## src/rtl/ipm2l_hsstlp_apb_initiator.sv

```systemverilog
// ipm2l_hsstlp_apb_initiator
// Turns a single-outstanding valid/ready command into one APB transfer
// towards the HSST configuration bridge. The transfer is aborted if the
// bridge does not complete within TIMEOUT_CYCLES extra ACCESS cycles.
// The response is held until the requester consumes it. A sticky
// interrupt flag mirrors pulses on p_cfg_int.
module ipm2l_hsstlp_apb_initiator #(
    parameter int TIMEOUT_CYCLES = 255
) (
    input  logic        p_cfg_clk,
    input  logic        p_cfg_rst,
    input  logic        req_valid,
    output logic        req_ready,
    input  logic        req_write,
    input  logic [15:0] req_addr,
    input  logic [7:0]  req_wdata,
    output logic        rsp_valid,
    input  logic        rsp_ready,
    output logic [7:0]  rsp_rdata,
    output logic        rsp_err,
    output logic        p_cfg_psel,
    output logic        p_cfg_enable,
    output logic        p_cfg_write,
    output logic [15:0] p_cfg_addr,
    output logic [7:0]  p_cfg_wdata,
    input  logic        p_cfg_ready,
    input  logic [7:0]  p_cfg_rdata,
    input  logic        p_cfg_int,
    output logic        int_pending,
    input  logic        int_clr
);

    typedef enum logic [1:0] {
        ST_IDLE   = 2'd0,
        ST_SETUP  = 2'd1,
        ST_ACCESS = 2'd2,
        ST_RESP   = 2'd3
    } state_t;

    // Wait counter limit; the legal range 1..255 fits the 8-bit counter.
    localparam logic [7:0] TIMEOUT_LIMIT = 8'(TIMEOUT_CYCLES);

    state_t      state_q, state_d;
    logic        req_ready_q, req_ready_d;
    logic        psel_q, psel_d;
    logic        enable_q, enable_d;
    logic        write_q, write_d;
    logic [15:0] addr_q, addr_d;
    logic [7:0]  wdata_q, wdata_d;
    logic        rsp_valid_q, rsp_valid_d;
    logic [7:0]  rsp_rdata_q, rsp_rdata_d;
    logic        rsp_err_q, rsp_err_d;
    logic        int_pending_q, int_pending_d;
    logic [7:0]  wait_cnt_q, wait_cnt_d;

    // Next state and next registered outputs of the transfer sequencer
    always_comb begin
        state_d       = state_q;
        req_ready_d   = req_ready_q;
        psel_d        = psel_q;
        enable_d      = enable_q;
        write_d       = write_q;
        addr_d        = addr_q;
        wdata_d       = wdata_q;
        rsp_valid_d   = rsp_valid_q;
        rsp_rdata_d   = rsp_rdata_q;
        rsp_err_d     = rsp_err_q;
        wait_cnt_d    = wait_cnt_q;

        // A new interrupt pulse always beats a simultaneous clear.
        if (p_cfg_int) begin
            int_pending_d = 1'b1;
        end else if (int_clr) begin
            int_pending_d = 1'b0;
        end else begin
            int_pending_d = int_pending_q;
        end

        case (state_q)
            ST_IDLE: begin
                // req_ready rises one cycle after reset release, so only
                // accept once it is actually presented to the requester.
                req_ready_d = 1'b1;
                if (req_valid && req_ready_q) begin
                    state_d     = ST_SETUP;
                    req_ready_d = 1'b0;
                    psel_d      = 1'b1;
                    enable_d    = 1'b0;
                    write_d     = req_write;
                    addr_d      = req_addr;
                    wdata_d     = req_wdata;
                end else begin
                    state_d     = ST_IDLE;
                end
            end
            ST_SETUP: begin
                state_d     = ST_ACCESS;
                req_ready_d = 1'b0;
                psel_d      = 1'b1;
                enable_d    = 1'b1;
                wait_cnt_d  = 8'd0;
            end
            ST_ACCESS: begin
                req_ready_d = 1'b0;
                if (p_cfg_ready) begin
                    // Completion wins even on the cycle the limit is reached.
                    state_d     = ST_RESP;
                    psel_d      = 1'b0;
                    enable_d    = 1'b0;
                    rsp_valid_d = 1'b1;
                    rsp_err_d   = 1'b0;
                    rsp_rdata_d = write_q ? 8'd0 : p_cfg_rdata;
                end else if (wait_cnt_q == TIMEOUT_LIMIT) begin
                    state_d     = ST_RESP;
                    psel_d      = 1'b0;
                    enable_d    = 1'b0;
                    rsp_valid_d = 1'b1;
                    rsp_err_d   = 1'b1;
                    rsp_rdata_d = 8'd0;
                end else begin
                    wait_cnt_d  = wait_cnt_q + 8'd1;
                end
            end
            ST_RESP: begin
                if (rsp_ready) begin
                    state_d     = ST_IDLE;
                    rsp_valid_d = 1'b0;
                    req_ready_d = 1'b1;
                end else begin
                    state_d     = ST_RESP;
                    req_ready_d = 1'b0;
                end
            end
            default: begin
                state_d     = ST_IDLE;
                req_ready_d = 1'b0;
                psel_d      = 1'b0;
                enable_d    = 1'b0;
                rsp_valid_d = 1'b0;
            end
        endcase
    end

    // State and output registers with synchronous reset
    always_ff @(posedge p_cfg_clk) begin
        if (p_cfg_rst) begin
            state_q       <= ST_IDLE;
            req_ready_q   <= 1'b0;
            psel_q        <= 1'b0;
            enable_q      <= 1'b0;
            write_q       <= 1'b0;
            addr_q        <= 16'd0;
            wdata_q       <= 8'd0;
            rsp_valid_q   <= 1'b0;
            rsp_rdata_q   <= 8'd0;
            rsp_err_q     <= 1'b0;
            int_pending_q <= 1'b0;
            wait_cnt_q    <= 8'd0;
        end else begin
            state_q       <= state_d;
            req_ready_q   <= req_ready_d;
            psel_q        <= psel_d;
            enable_q      <= enable_d;
            write_q       <= write_d;
            addr_q        <= addr_d;
            wdata_q       <= wdata_d;
            rsp_valid_q   <= rsp_valid_d;
            rsp_rdata_q   <= rsp_rdata_d;
            rsp_err_q     <= rsp_err_d;
            int_pending_q <= int_pending_d;
            wait_cnt_q    <= wait_cnt_d;
        end
    end

    assign req_ready    = req_ready_q;
    assign rsp_valid    = rsp_valid_q;
    assign rsp_rdata    = rsp_rdata_q;
    assign rsp_err      = rsp_err_q;
    assign p_cfg_psel   = psel_q;
    assign p_cfg_enable = enable_q;
    assign p_cfg_write  = write_q;
    assign p_cfg_addr   = addr_q;
    assign p_cfg_wdata  = wdata_q;
    assign int_pending  = int_pending_q;

endmodule

```

## config.mk

```make
export PLATFORM = sky130hd
export DESIGN_NAME = ipm2l_hsstlp_apb_initiator
export DESIGN_NICKNAME = d
export VERILOG_FILES = /design/src/rtl/ipm2l_hsstlp_apb_initiator.sv
export SDC_FILE = /design/constraint.sdc
export NUM_CORES = 1
export LEC_CHECK = 0
export ABC_AREA = 1
export BUFFER_PORTS_ARGS = -buffer_cell sky130_fd_sc_hd__buf_2
export CAP_MARGIN = 10
export CORE_UTILIZATION = 50
export DETAILED_ROUTE_END_ITERATION = 12
export PLACE_DENSITY = 0.83
export SLEW_MARGIN = 20
export SYNTH_ARGS = -nofsm -noshare
export SYNTH_HDL_FRONTEND = slang
export SYNTH_SLANG_ARGS = --single-unit
```

## constraint.sdc

```tcl
create_clock -name p_cfg_clk -period 2.05 [get_ports p_cfg_clk]
set_input_delay 0.3075 -clock p_cfg_clk [delete_from_list [all_inputs] [get_ports p_cfg_clk]]
set_output_delay 0.3075 -clock p_cfg_clk [all_outputs]
set_load 0.02 [all_outputs]
```

==> results of run 1 <==
placed cells by master (no fill, tap or decap), drive strengths merged, types with 2 or more instances in the layout:
cell    netlist  layout
buf           5      80
nor2         62      62
dfxtp        49      49
o21ai        38      38
nand2        31      31
inv          27      27
nand3        17      17
a21oi        14      14
clkbuf        3       5
a21boi        2       2
nor3          2       2
where the power goes:
part,internal [W],switching [W]
registers,0.00103,0.0000404
logic,0.000126,0.000233
clock network,0.000225,0.000286
sequential cells by signal, indices dropped and copies added (netlist names), 2 cells and up:
| register | flops |
|---|---|
| p_cfg_addr | 16 |
| p_cfg_wdata | 8 |
| rsp_rdata | 8 |
| wait_cnt_q | 8 |
| state_q | 2 |
stage by stage:
step / hold WS, ns / util (%) / power, W
global route: 0.221 / 66.4 / 0.00204
global placement: 0.441 / 64.4 / 0.00144
detailed placement: 0.436 / 64.4 / 0.00145
CTS: 0.203 / 66.4 / 0.00196
floorplan: 0.386 / - / 0.00131
finish: 0.212 / 66.4 / 0.00194
tightest hold or removal path: cells and delay by family:
| kind | cells | cell delay [ns] |
|---|---|---|
| and+or+nand+nor | 1 | 0.04 |
| buffers and inverters | 1 | 0.08 |
| AOI/OAI and AO/OA | 1 | 0.05 |
per-layer routing:
layer | track usage [%] | vias to the layer above | part of all wire, %
met2 | 38.8 | 59 | 45
met1 | 26.1 | 824 | 47
li1 | - | 964 | -
met5 | 0 | - | 0
met4 | 6.82 | 0 | 0.78
met3 | 7.50 | 3 | 7.4
cells in the mapped netlist (3+ instances only):
cell type / count / area, um^2
sky130_fd_sc_hd__nor2_1: 59 / 221
sky130_fd_sc_hd__dfxtp_1: 49 / 981
sky130_fd_sc_hd__clkbuf_1: 3 / 11.3
sky130_fd_sc_hd__a21oi_1: 12 / 60.1
sky130_fd_sc_hd__buf_2: 4 / 20.0
sky130_fd_sc_hd__o21ai_0: 38 / 190
sky130_fd_sc_hd__inv_2: 3 / 11.3
sky130_fd_sc_hd__inv_1: 24 / 90.1
sky130_fd_sc_hd__nand3_1: 17 / 85.1
sky130_fd_sc_hd__nand2_1: 29 / 109
logic make-up (layout without fill, tap and decap cells):
logic type               Yosys count  in the layout  share of synthesized area [%]
flip-flops                        49             49                           51.2
adder cells (fa/ha/maj)            1              1                          0.653
AND/OR/NAND/NOR                  112            112                           25.0
XOR/XNOR                           1              1                          0.458
buffers and inverters             35            113                           7.12
AO/OA/AOI/OAI                     55             55                           15.6
layout make-up:
| cell class | instances | area (um^2) | area share (%) |
|---|---|---|---|
| clock buffers | 5 | 68.8 | 2.83 |
| clock inverters | 1 | 5.00 | 0.206 |
| inverters | 27 | 101 | 4.17 |
| multi-input cells | 169 | 797 | 32.8 |
| flip-flops and latches | 49 | 981 | 40.4 |
| well taps | 48 | 60.1 | 2.47 |
| repair buffers | 80 | 418 | 17.2 |
worst min path at each step:
stage / from / to / slack [ns] / depth (start not counted)
global route: p_cfg_rdata[6] / rsp_rdata[6] / 0.22 / 3
detailed placement: rsp_err / rsp_err / 0.44 / 2
CTS: p_cfg_rdata[3] / rsp_rdata[3] / 0.20 / 3
floorplan: p_cfg_rst / state_q[0] / 0.39 / 1
global placement: p_cfg_psel / p_cfg_psel / 0.44 / 2
finish: p_cfg_rdata[3] / rsp_rdata[3] / 0.21 / 3
==> key figures, run 1 <==
Outcome
  • Result of the run: completed

Floorplanning
  • Number of ports placed on the die boundary: 79
  • Num rows: 22
  • Width of the die: 63.9 um
  • Core box area: 0.00366 mm^2
  • Die Outline Area: 0.00408 mm^2
  • Initial core utilization: 52.3%
  • Die outline height: 63.9 um

Worst setup path
  • Class of the most critical setup path: reg2reg
  • Critical Path Stages: 6
  • Max incr delay on CP: 0.38 ns
  • Worst r2r dst: rsp_rdata[1]
  • Max Fanout on Critical Path: 8
  • R2R setup slack: 0.54 ns
  • Worst setup EP type: flop
  • Type of element launching the critical path: flop
  • Crit. Startpoint: wait_cnt_q[0]
  • Timing endpoint of the critical path: rsp_rdata[1]
  • Required arrival time at the worst endpoint: 2.23 ns
  • Data arrival time at the worst-slack endpoint: 1.69 ns
  • Slowest stage cell, crit path: sky130_fd_sc_hd__dfxtp_1
  • Sequence of cells on the critical path: ha_1 -> nand2_1 -> nor2_4 -> nand3_1 -> nand3_1 -> o21ai_0
  • Worst Reg2Reg Path Length in Cells: 6
  • Kind of cell with the highest combined delay on the critical path: simple AND/OR/NAND/NOR gates
  • Most frequent CP cell: sky130_fd_sc_hd__nand3_1
  • Critical path buffer and inverter count: 0
  • R2r startpoint: wait_cnt_q[0]

CTS
  • Clock tree from TritonCTS: done
  • Clock Sinks: 49
  • H-tree level count: 2
  • Clock slew at the register clock pins of the worst setup and hold paths: 0.08 ns
  • Cts bufs inserted: 5
  • Setup repair bufs after CTS: 0
  • CTS Root Cell: sky130_fd_sc_hd__clkbuf_8
  • CTS hold repair buffers: 0
  • Clock Latency Late Sink: 0.29 ns
  • Post-cts sizing count: 0
  • CTS Buffer Depth: 2

Global route
  • Global-route wire length before repair: 7260 um
  • Vias in the first global route: 1805
  • Overall fraction of global-route tracks in use: 22.5%
  • Maximum number of pins on one net before global-route repair: 27
  • Initial antenna violation count: 0
  • Congestion Overflow GR: 0

Timing
  • Tightest Pin Transition: 0.438 ns
  • Final hold violation count: 0
  • Worst slew margin: 70.8%
  • Final Cycle Share: 73.9%
  • Setup_tns: 0 ns
  • Post-route clock skew: 0.00204 ns
  • Setup-failing EPs final: 0
  • Maximum clock frequency: 0.660 GHz
  • Unrepaired setup endpoints after global routing: false
  • Worst path setup slack after routing: 0.535 ns
  • Final critical path time including I/O delays and setup: 1.51 ns
  • Number of pins with negative max-slew slack in the final report: 0

Logic synthesis
  • Commonest register cell after synthesis: sky130_fd_sc_hd__dfxtp_1
  • Synthesized netlist net count: 294
  • Post-synthesis cell area: 0.00191 mm^2
  • Ys Warns: 0
  • Average instance area after synthesis: 7.57 um^2
  • Portion of the post-synthesis area used by sequential elements: 51.2%
  • Count of cell types in the netlist: 22
  • #FFs+latches synth: 49
  • Post-synthesis instance total: 253
  • Count of flip-flops with a built-in enable after synthesis: 0
  • Async set-reset flop share out of synthesis: 0%

Power and ir drop
  • Cell area power density: 796 mW/mm^2
  • Reported leakage power: 1.18 nW
  • VDD IR-drop max: 0.000456 V

Detailed routing
  • Overall via count from detail_route: 1850
  • Drt drc: 0
  • Vias per Instance: 4.88
  • Wirelength per Cell: 10.8 um
  • Initial drt markers: 85
  • Final wirelength: 4080 um
  • Final antenna-violating net count: 0
  • Drt pass-1 iters: 6

Worst hold path
  • Type of the worst min-delay path: in2reg

Cells and area
  • Fin cells: 379
  • Number of nets in the layout: 373
  • Antenna Diode Count: 0
  • Layout overhead on the synthesized area: 27.0%
  • Fraction of final layout cells sized beyond drive strength 1: 29.3%
  • Filler instances: 340
  • Summed area of non-filler cells in the final layout: 0.00243 mm^2

Place
  • Count of port buffers added during placement: 78
  • Count of placed standard cells including taps: 373
  • Placed instance area: 0.00236 mm^2
  • Placer congestion estimate: 0.814
  • Worst slack, placed: 0.593 ns
  • Dpl hpwl: 2850 um

Flow run
  • Maximum Capacitance Violations: 0
Note: power is estimated with default switching activity, not from simulation.
==> run 2, diff against run 1 <==
--- a/config.mk
+++ b/config.mk
@@ -8,9 +8,9 @@
 export ABC_AREA = 1
 export BUFFER_PORTS_ARGS = -buffer_cell sky130_fd_sc_hd__buf_2
 export CAP_MARGIN = 10
-export CORE_UTILIZATION = 50
+export CORE_UTILIZATION = 42
 export DETAILED_ROUTE_END_ITERATION = 12
-export PLACE_DENSITY = 0.83
+export PLACE_DENSITY = 0.74
 export SLEW_MARGIN = 20
 export SYNTH_ARGS = -nofsm -noshare
 export SYNTH_HDL_FRONTEND = slang
==> constraint.sdc (replaced) <==
create_clock -name p_cfg_clk -period 1.2 [get_ports p_cfg_clk]
set_input_delay 0.18 -clock p_cfg_clk [delete_from_list [all_inputs] [get_ports p_cfg_clk]]
set_output_delay 0.18 -clock p_cfg_clk [all_outputs]
set_load 0.02 [all_outputs]
==> run 2 against run 1 <==
- the run now ends with setup timing left
- worst setup slack worse by 0.64 ns
- total power is 88% higher
- clock power is 89% higher
- critical path depth is 1 higher
- fmax is 16% higher
- die area is 18% higher
==> key figures, run 2 (same netlist as run 1, synthesis figures left out) <==
Place
  • Dpl hpwl: 3290 um (+15%)
  • Count of port buffers added during placement: 78 (unchanged)
  • Placer congestion estimate: 0.814 (about the same)
  • Count of placed standard cells including taps: 395 (+5.9%)

Power and ir drop
  • Combinational group share of total power: 23.2% (+4.7 points)
  • Cell area power density: 1250 mW/mm^2 (+57%)
  • Cell internal pwr: 0.00251 W (+82%)
  • VDD IR-drop max: 0.000945 V (+110%)
  • Reported leakage power: 1.38 nW (+16%)
  • PnR Total Power: 0.00364 W (+88%)
  • Switching portion of total power: 31.2% (+2.3 points)
  • Sequential share of power: 50.2% (-4.9 points)
  • Clock power share: 26.6% (+0.2 points)
  • Net switching component of the power: 0.00114 W (+100%)

Outcome
  • Result of the run: finished with violations
  • Failing checks: setup timing

Timing
  • Tightest Pin Transition: 0.306 ns (-0.131 ns)
  • Setup-failing EPs final: 21 (+21)
  • Worst path setup slack after routing: -0.105 ns (-0.641 ns)
  • Final Cycle Share: 109% (+35 points)
  • Maximum clock frequency: 0.766 GHz (+16%)
  • Final critical path time including I/O delays and setup: 1.31 ns (-0.209 ns)
  • Post-route clock skew: 0.0103 ns (+0.00829 ns)
  • Worst slew margin: 79.5% (+8.8 points)
  • Final hold violation count: 0 (unchanged)
  • Number of pins with negative max-slew slack in the final report: 0 (unchanged)
  • Unrepaired setup endpoints after global routing: true

CTS
  • Clock Sinks: 49 (unchanged)
  • Clock tree from TritonCTS: done
  • H-tree level count: 2 (unchanged)
  • CTS Root Cell: sky130_fd_sc_hd__clkbuf_8
  • Clock slew at the register clock pins of the worst setup and hold paths: 0.09 ns (about the same)
  • Clock Latency Late Sink: 0.30 ns (about the same)
  • Cts bufs inserted: 5 (unchanged)
  • CTS Buffer Depth: 2 (unchanged)

Floorplanning
  • Core box area: 0.00435 mm^2 (+19%)
  • Initial core utilization: 44.0% (-8.3 points)
  • Num rows: 24 (+9.1%)
  • Width of the die: 69.5 um (+8.8%)
  • Die Outline Area: 0.00483 mm^2 (+18%)
  • Number of ports placed on the die boundary: 79 (unchanged)
  • Die outline height: 69.5 um (+8.8%)

Cells and area
  • Layout overhead on the synthesized area: 51.8%
  • Fin cells: 415 (+9.5%)
  • Share of the core filled with cells in the final layout: 66.8% (+0.35 points)
  • Number of nets in the layout: 403 (+8.0%)
  • Number of flip-flops under the largest register name: 16 (unchanged)
  • Antenna Diode Count: 0 (unchanged)
  • Most common cell after layout, fill and taps aside: sky130_fd_sc_hd__buf_2
  • Commonest non-fill, non-tap cells in the layout: sky130_fd_sc_hd__buf_2 (79), sky130_fd_sc_hd__dfxtp_1 (44), sky130_fd_sc_hd__nor2_1 (34), sky130_fd_sc_hd__o21ai_0 (33)
  • Filler instances: 350 (+2.9%)
  • Fraction of final layout cells sized beyond drive strength 1: 47.4% (+18 points)

Global route
  • Maximum number of pins on one net before global-route repair: 30 (+11%)
  • Overall fraction of global-route tracks in use: 20.9% (-1.6 points)
  • Vias in the first global route: 1931 (+7.0%)
  • Global-route wire length before repair: 8200 um (+13%)
  • Initial antenna violation count: 0 (unchanged)
  • Congestion Overflow GR: 0 (unchanged)

Detailed routing
  • Initial drt markers: 92 (+8.2%)
  • Drt pass-1 iters: 4 (-2)
  • Drt drc: 0 (unchanged)
  • Wirelength per Cell: 12.5 um (+16%)
  • Final antenna-violating net count: 0 (unchanged)
  • Final wirelength: 5200 um (+27%)
  • Overall via count from detail_route: 2021 (+9.2%)
  • Vias per Instance: 4.87 (-0.23%)

Worst hold path
  • Type of the worst min-delay path: in2reg

Worst setup path
  • Max Fanout on Critical Path: 6 (-2)
  • Type of element launching the critical path: flop
  • Slowest stage cell, crit path: sky130_fd_sc_hd__dfxtp_2
  • Class of the most critical setup path: reg2reg
  • Sequence of cells on the critical path: ha_4 -> nand2_4 -> nor2_4 -> a21oi_4 -> buf_4 -> nand3_1 -> a21oi_2
  • Worst setup EP type: flop
  • Required arrival time at the worst endpoint: 1.44 ns (-0.79 ns)
  • Max incr delay on CP: 0.34 ns (-0.04 ns)
  • Data arrival time at the worst-slack endpoint: 1.55 ns (-0.14 ns)

Flow run
  • Maximum Capacitance Violations: 0 (unchanged)
## run 2: metal layers
layer | vias up | GRT usage [%] | part of all wire (%)
met1 | 926 | 25.3 | 44
met5 | - | 0 | 0
li1 | 1025 | - | -
met3 | 9 | 6.10 | 6.0
met4 | 0 | 7.48 | 1.6
met2 | 61 | 35.1 | 49
## run 2: worst max-delay path: cells and delay by family (launching register included)
kind                       cells  cell delay [ns]
AOI/OAI and AO/OA              2             0.38
adders and majority gates      1             0.16
buffers and inverters          1             0.15
DFF                            1             0.34
and+or+nand+nor                3             0.23
## run 2: per-stage QoR
step / TNS (ns) / cell area, um^2 / worst slack [ns] / hold slack, ns
2_1_floorplan: -0.195 / 1950 / -0.0106 / 0.258
3_3_place_gp: -0.269 / 2530 / -0.0357 / 0.380
3_5_place_dp: -1.17 / 2530 / -0.134 / 0.385
4_1_cts: -0.328 / 2680 / -0.0518 / 0.0690
5_1_grt: -3.48 / 2910 / -0.170 / 0.0753
6_report: -0.931 / 2910 / -0.105 / 0.0712
## run 2: cell type report
class,count,area [um^2],share of cell area (%)
Clock buffer,6,72.6,2.50
Sequential cell,49,990,34.1
Inverter,27,109,3.75
Timing Repair inverter,1,11.3,0.387
Tap cell,52,65.1,2.24
Multi-Input combinational cell,170,990,34.1
Timing Repair Buffer,108,656,22.6
Clock inverter,2,13.8,0.474
## run 2: path summary, 6_finish.rpt
path | start | end | slack [ns] | cells after the start
worst max-delay path | wait_cnt_q[0] | wait_cnt_q[7] | -0.11 | 7
worst min-delay path | p_cfg_rdata[2] | rsp_rdata[2] | 0.07 | 3
worst max register to register | wait_cnt_q[0] | wait_cnt_q[7] | -0.11 | 7
worst min register to register | p_cfg_psel | p_cfg_psel | 0.46 | 2
## run 2: power groups by stage
stage / registers [W] / logic (W) / clock network [W]
global placement: 0.00186 / 0.000657 / 0
detailed placement: 0.00186 / 0.000671 / 0
global route: 0.00185 / 0.000920 / 0.00106
finish: 0.00183 / 0.000845 / 0.000967
CTS: 0.00183 / 0.000712 / 0.000987
floorplan: 0.00200 / 0.000243 / 0
## run 2: what timing repair did
action | 4_1_cts | 5_1_grt
gates resized for setup | 13 | 61
setup endpoints to repair | 24 | 46
hold endpoints to repair | 0 | 0
hold buffers | 0 | 0
gates cloned | 2 | 2
setup buffers | 3 | 5
pin swaps | 1 | 13
